[src/rtl/stop_watch_ctrl_if.sv]
// stop_watch_ctrl_if: button levels, live digits and control/display outputs of the stopwatch controller
interface stop_watch_ctrl_if #(parameter int DW = 4);
    logic          btn_ss;
    logic          btn_lap;
    logic          btn_clr;
    logic [DW-1:0] d2;
    logic [DW-1:0] d1;
    logic [DW-1:0] d0;
    logic          go;
    logic          clr;
    logic [DW-1:0] disp2;
    logic [DW-1:0] disp1;
    logic [DW-1:0] disp0;
    logic          frozen;
    modport slave (
        input  btn_ss, btn_lap, btn_clr, d2, d1, d0,
        output go, clr, disp2, disp1, disp0, frozen
    );
    modport master (
        output btn_ss, btn_lap, btn_clr, d2, d1, d0,
        input  go, clr, disp2, disp1, disp0, frozen
    );
endinterface

[src/rtl/stop_watch_ctrl.sv]
// stop_watch_ctrl: stopwatch control FSM with lap display freeze; STOP_AT_MAX_EN halts counting at 999
module stop_watch_ctrl #(
    parameter int DW         = 4,
    parameter int CLR_CYCLES = 2
) (
    input logic              clk,
    input logic              reset_n,
    stop_watch_ctrl_if.slave bus
);
    typedef enum logic [2:0] {IDLE, RUN, PAUSE, LAP_RUN, LAP_PAUSE, CLEAR} state_t;
    state_t     state, state_nx;
    logic [3:0] cnt, cnt_nx;
    logic [2:0] prev, btn, ev;
    logic       ev_clr, ev_ss, ev_lap, at_max, go_nx, frozen_nx;
    assign btn    = {bus.btn_clr, bus.btn_ss, bus.btn_lap};
    assign ev     = btn & ~prev;
    assign ev_clr = ev[2];
    assign ev_ss  = ev[1];
    assign ev_lap = ev[0];
`ifdef STOP_AT_MAX_EN
    assign at_max = (bus.d2 == DW'(9)) && (bus.d1 == DW'(9)) && (bus.d0 == DW'(9));
`else
    assign at_max = 1'b0;
`endif
    always_comb begin
        state_nx = state;
        cnt_nx   = cnt;
        if (ev_clr) begin
            state_nx = CLEAR;
            cnt_nx   = 4'(CLR_CYCLES - 1);
        end else begin
            case (state)
                IDLE:      state_nx = ev_ss ? RUN : IDLE;
                RUN:       state_nx = (ev_ss || at_max) ? PAUSE : ev_lap ? LAP_RUN : RUN;
                PAUSE:     state_nx = (ev_ss && !at_max) ? RUN : PAUSE;
                LAP_RUN:   state_nx = (ev_ss || at_max) ? LAP_PAUSE : ev_lap ? RUN : LAP_RUN;
                LAP_PAUSE: state_nx = (ev_ss && !at_max) ? LAP_RUN : ev_lap ? PAUSE : LAP_PAUSE;
                CLEAR: begin
                    state_nx = (cnt == 4'd0) ? IDLE : CLEAR;
                    cnt_nx   = (cnt == 4'd0) ? 4'd0 : cnt - 4'd1;
                end
                default:   state_nx = IDLE;
            endcase
        end
    end
    assign go_nx     = (state_nx == RUN) || (state_nx == LAP_RUN);
    assign frozen_nx = (state_nx == LAP_RUN) || (state_nx == LAP_PAUSE);
    always_ff @(posedge clk or negedge reset_n) begin
        if (!reset_n) begin
            state      <= IDLE;
            cnt        <= 4'd0;
            prev       <= 3'b111;
            bus.go     <= 1'b0;
            bus.clr    <= 1'b0;
            bus.frozen <= 1'b0;
            bus.disp2  <= '0;
            bus.disp1  <= '0;
            bus.disp0  <= '0;
        end else begin
            state      <= state_nx;
            cnt        <= cnt_nx;
            prev       <= btn;
            bus.go     <= go_nx;
            bus.clr    <= (state_nx == CLEAR);
            bus.frozen <= frozen_nx;
            // capture on entry to a lap state, then hold until released
            if (state_nx == CLEAR) begin
                bus.disp2 <= '0;
                bus.disp1 <= '0;
                bus.disp0 <= '0;
            end else if (!frozen_nx || !bus.frozen) begin
                bus.disp2 <= bus.d2;
                bus.disp1 <= bus.d1;
                bus.disp0 <= bus.d0;
            end
        end
    end
endmodule

[src/flat_wrapper.sv]
// flat-port wrapper written by rule: the top's interface ports become plain ports
module stop_watch_ctrl_flat 
#(
    parameter int DW         = 4,
    parameter int CLR_CYCLES = 2
)
  (clk, reset_n, bus_btn_ss, bus_btn_lap, bus_btn_clr, bus_d2, bus_d1, bus_d0, bus_go, bus_clr, bus_disp2, bus_disp1, bus_disp0, bus_frozen);
  stop_watch_ctrl_if #(.DW(DW)) bus_i ();
  input logic clk;
  input logic reset_n;
  input wire logic [$bits(bus_i.btn_ss)-1:0] bus_btn_ss;
  input wire logic [$bits(bus_i.btn_lap)-1:0] bus_btn_lap;
  input wire logic [$bits(bus_i.btn_clr)-1:0] bus_btn_clr;
  input wire logic [$bits(bus_i.d2)-1:0] bus_d2;
  input wire logic [$bits(bus_i.d1)-1:0] bus_d1;
  input wire logic [$bits(bus_i.d0)-1:0] bus_d0;
  output wire logic [$bits(bus_i.go)-1:0] bus_go;
  output wire logic [$bits(bus_i.clr)-1:0] bus_clr;
  output wire logic [$bits(bus_i.disp2)-1:0] bus_disp2;
  output wire logic [$bits(bus_i.disp1)-1:0] bus_disp1;
  output wire logic [$bits(bus_i.disp0)-1:0] bus_disp0;
  output wire logic [$bits(bus_i.frozen)-1:0] bus_frozen;
  assign bus_i.btn_ss = bus_btn_ss;
  assign bus_i.btn_lap = bus_btn_lap;
  assign bus_i.btn_clr = bus_btn_clr;
  assign bus_i.d2 = bus_d2;
  assign bus_i.d1 = bus_d1;
  assign bus_i.d0 = bus_d0;
  assign bus_go = bus_i.go;
  assign bus_clr = bus_i.clr;
  assign bus_disp2 = bus_i.disp2;
  assign bus_disp1 = bus_i.disp1;
  assign bus_disp0 = bus_i.disp0;
  assign bus_frozen = bus_i.frozen;
  stop_watch_ctrl #(.DW(DW), .CLR_CYCLES(CLR_CYCLES)) u_core (.clk(clk), .reset_n(reset_n), .bus(bus_i));
endmodule
[config.mk]
export PLATFORM = sky130hd
export DESIGN_NAME = stop_watch_ctrl_flat
export DESIGN_NICKNAME = d
export VERILOG_FILES = /design/src/rtl/stop_watch_ctrl_if.sv /design/src/rtl/stop_watch_ctrl.sv /design/src/flat_wrapper.sv
export SDC_FILE = /design/constraint.sdc
export NUM_CORES = 1
export LEC_CHECK = 0
export ABC_CLOCK_PERIOD_IN_PS = 2900
export BUFFER_PORTS_ARGS = -buffer_cell sky130_fd_sc_hd__clkbuf_2
export CORE_MARGIN = 3
export CORE_UTILIZATION = 44
export CTS_BUF_LIST = sky130_fd_sc_hd__clkbuf_4
export CTS_CLUSTER_SIZE = 8
export DETAILED_ROUTE_END_ITERATION = 10
export PLACE_DENSITY = 0.77
export RECOVER_POWER = 50
export SYNTH_ARGS = -nofsm -noshare
export SYNTH_HDL_FRONTEND = slang
export SYNTH_SLANG_ARGS = --single-unit
[constraint.sdc]
create_clock -name clk -period 2.9 [get_ports clk]
set_clock_uncertainty 0.2 [all_clocks]
set_input_delay 0.87 -clock clk [delete_from_list [all_inputs] [get_ports clk]]
set_output_delay 0.87 -clock clk [all_outputs]
set_load 0.05 [all_outputs]
==> flow_summary_export.csv <==
group,metric,value,unit
critical_path,r2r-start,"u_core.cnt[0]",
finish,final_cells,174,
clock_tree,clockBufferDepth,2,
critical_path,critPathArrivalTime,2.58,ns
placed_design,numPortBuffers,31,
sta,tns,0,ns
critical_path,max_stage_delay,0.43,ns
hold_path,hold_end,"u_core.bus.disp2[2]",
critical_path,path_class,"reg -> reg",
synth,synth_area_leaders,"dfrtp_1 (46%), dfstp_2 (6.5%), o31ai_1 (4.4%)",
power_and_ir_drop,peakVddDrop,0.646,mV
power_and_ir_drop,cellPowerDensity,1080,nW/um2
critical_path,rrSetupSlack,0.33,ns
routing,drc_errors,0,
synth,yosysMostFrequentCell,"dfrtp_1",
critical_path,cp_top_family,"simple AND/OR/NAND/NOR gates",
clock_tree,clock_latency,0.31,ns
synth,ys_seq_area_frac,0.523,
sta,hold_viol_final,0,
critical_path,cp_num_buf_inv,1,
placed_design,place_ws,0.121,ns
synth,synth_edf_count,0,
synth,synth_nets,129,
sta,post-route-period-util,0.887,
synth,ys_seq_elements,25,
sta,fin_ws,0.328,ns
clock_tree,ctsResizeCount,0,
critical_path,path_cells,"inv_1 -> ha_1 -> nor3b_1 -> or2_0 -> a22o_2 -> and4_4 -> nor2_1 -> a31o_1",
synth,ys_top_cells_by_count,"dfrtp_1 (22), nand2_1 (9), nor2_1 (9)",
finish,final_util,0.548,
global_route,grt_pass1_vias,919,
sta,max_freq,0.389,GHz
clock_tree,clk_pin_slew,0.13,ns
clock_tree,h-tree-depth,1,
synth,synth.avg_cell_area,10.9,um2
global_route,grt-ovfl-total,0,
critical_path,worst_r2r_endpoint,"u_core.bus.disp0[3]",
routing,drt_first_pass_iters,7,
routing,num_vias,935,
sta,setup_viol,0,
synth,synthFlopType,"dfrtp_1",
synth,ys_types,36,
critical_path,r2r_cells,8,
routing,highest_layer,"met4",
clock_tree,root_buffer,"clkbuf_4",
critical_path,start_kind,"register",
clock_tree,cts_tree,"yes",
outcome,outcome,"complete, no violations",
power_and_ir_drop,p_leak,0.654,nW
clock_tree,clock-sinks,25,
floorplanning,die_height,58.3,um
routing,drt-initial-drc-count,49,
finish,antenna_cells,0,
synth,yosys_warnings,0,
placed_design,place_congestion,0.818,
finish,fillers,238,
sta,fin_crit,2.57,ns
synth,synthCells,110,
synth,yosys.area.top_type,"dfrtp_1",
placed_design,dp.final_hpwl,1720,um
floorplanning,start_util,0.473,
floorplanning,core_area,2540,um2
finish,drive_gt1_frac,0.313,
sta,slew_viol_final,0,
sta,slew_headroom,0.135,
placed_design,placed_cells,170,
hold_path,hold_path_depth,2,
critical_path,end_kind,"register",
finish,layout.nets,164,
routing,wl_met3,145,um
hold_path,hold_class,"reg -> reg",
synth,synthArstFlopShare,1.00,
critical_path,cp_max_fo,20,
job,timing.max_cap.violations,0,
clock_tree,holdBufCountCts,0,
routing,routed_wl,2260,um
routing,dr_wl_met2,1080,um
critical_path,critical_path_required,2.90,ns
global_route,grt_pass1_wl,3880,um
routing,vias_per_cell,5.37,
critical_path,cp_slowest_cell,"dfrtp_1",
sta,tightest_slew,1.30,ns
synth,synth_area,1200,um2
hold_path,hold_start,"u_core.bus.disp2[2]",
routing,wl_met1,1020,um
global_route,grt_use_total,0.145,
global_route,grt_max_degree,26,
floorplanning,io_pins,32,
floorplanning,die-area,3400,um2
synth,yosysTopAreaCellShare,0.457,
routing,wl_per_cell,13.0,um
clock_tree,cts_buffers,3,
global_route,grt_antenna_before_repair,0,
clock_tree,postCtsSetupBuffers,0,
floorplanning,die_w,58.3,um
finish,area_delta_synth_final,15.8,%
floorplanning,num_rows,18,
routing,ant_nets,0,
sta,rsz0062_at_grt,"false",
## metal layers
| layer | vias to the layer above | track usage |
|---|---|---|
| met1 | 439 | 0.181 |
| met5 | - | 0 |
| li1 | 465 | - |
| met4 | 0 | 0.0497 |
| met3 | 2 | 0.0307 |
| met2 | 29 | 0.249 |
## state kept, by name, indices dropped and copies added (netlist names)
signal and flops:
u_core.bus.disp1 4, u_core.cnt 4, u_core.bus.go 1, u_core.bus.clr 1, u_core.bus.disp0 4, u_core.prev 3
u_core.bus.frozen 1, u_core.state 3, u_core.bus.disp2 4
## area by class of cell
| type | instances | area, um2 | share of cell area |
|---|---|---|---|
| sequential | 25 | 629 | 0.452 |
| multi-input combinational | 74 | 494 | 0.355 |
| timing repair buffer | 35 | 180 | 0.129 |
| tap | 30 | 37.5 | 0.0269 |
| clock buffer | 4 | 30.0 | 0.0215 |
| inverter | 6 | 22.5 | 0.0162 |
## worst reg2reg max path, stage by stage, from the launching register on
cell     delay [ns]
dfrtp_1        0.43
inv_1          0.09
ha_1           0.17
nor3b_1        0.30
or2_0          0.27
a22o_2         0.25
and4_4         0.38
nor2_1         0.14
a31o_1         0.24
## power by group
part | switching [mW] | total, mW | internal [mW]
clock network | 0.0937 | 0.157 | 0.0630
logic | 0.545 | 0.785 | 0.240
registers | 0.0837 | 0.557 | 0.474
## layout by cell type (no fill, tap or decap), drive strengths merged, types with 2 or more instances in the layout
| cell | n |
|---|---|
| o21ai | 10 |
| dfstp | 3 |
| nor2 | 9 |
| nor3b | 3 |
| ha | 2 |
| dfrtp | 22 |
| a31o | 5 |
| clkbuf | 35 |
| nand2b | 4 |
| a21oi | 2 |
| buf | 4 |
| nand2 | 9 |
| o31ai | 8 |
| o21a | 6 |
| inv | 6 |
| nor4 | 2 |
## worst max-delay path by stage
stage,from,to,slack [ns],cells past startpoint
after global routing,u_core.cnt[0],u_core.bus.disp1[3],0.15,8
after floorplan,bus_btn_ss,u_core.bus.disp2[1],0.30,8
after CTS,u_core.cnt[0],u_core.bus.disp0[3],0.40,8
after detailed placement,bus_btn_ss,u_core.bus.disp0[3],0.12,7
final,u_core.cnt[0],u_core.bus.disp0[3],0.33,8
after global placement,bus_btn_ss,u_core.bus.disp1[1],0.18,7
## stage by stage
step	instance area [um2]	hold WS (ns)	power (mW)
after floorplan	1200	0.299	1.19
after global placement	1380	0.274	1.36
after detailed placement	1380	0.287	1.38
after CTS	1410	0.317	1.55
after global routing	1390	0.347	1.61
final	1390	0.311	1.50
## cells by family after synthesis
| family | after synthesis | share of synthesized area |
|---|---|---|
| compound gates | 35 | 0.212 |
| fa+ha+maj | 2 | 0.0208 |
| mux | 2 | 0.0177 |
| flops | 25 | 0.523 |
| buf+inv | 11 | 0.0540 |
| simple gates | 35 | 0.173 |
(Power assumes the default switching activity.)
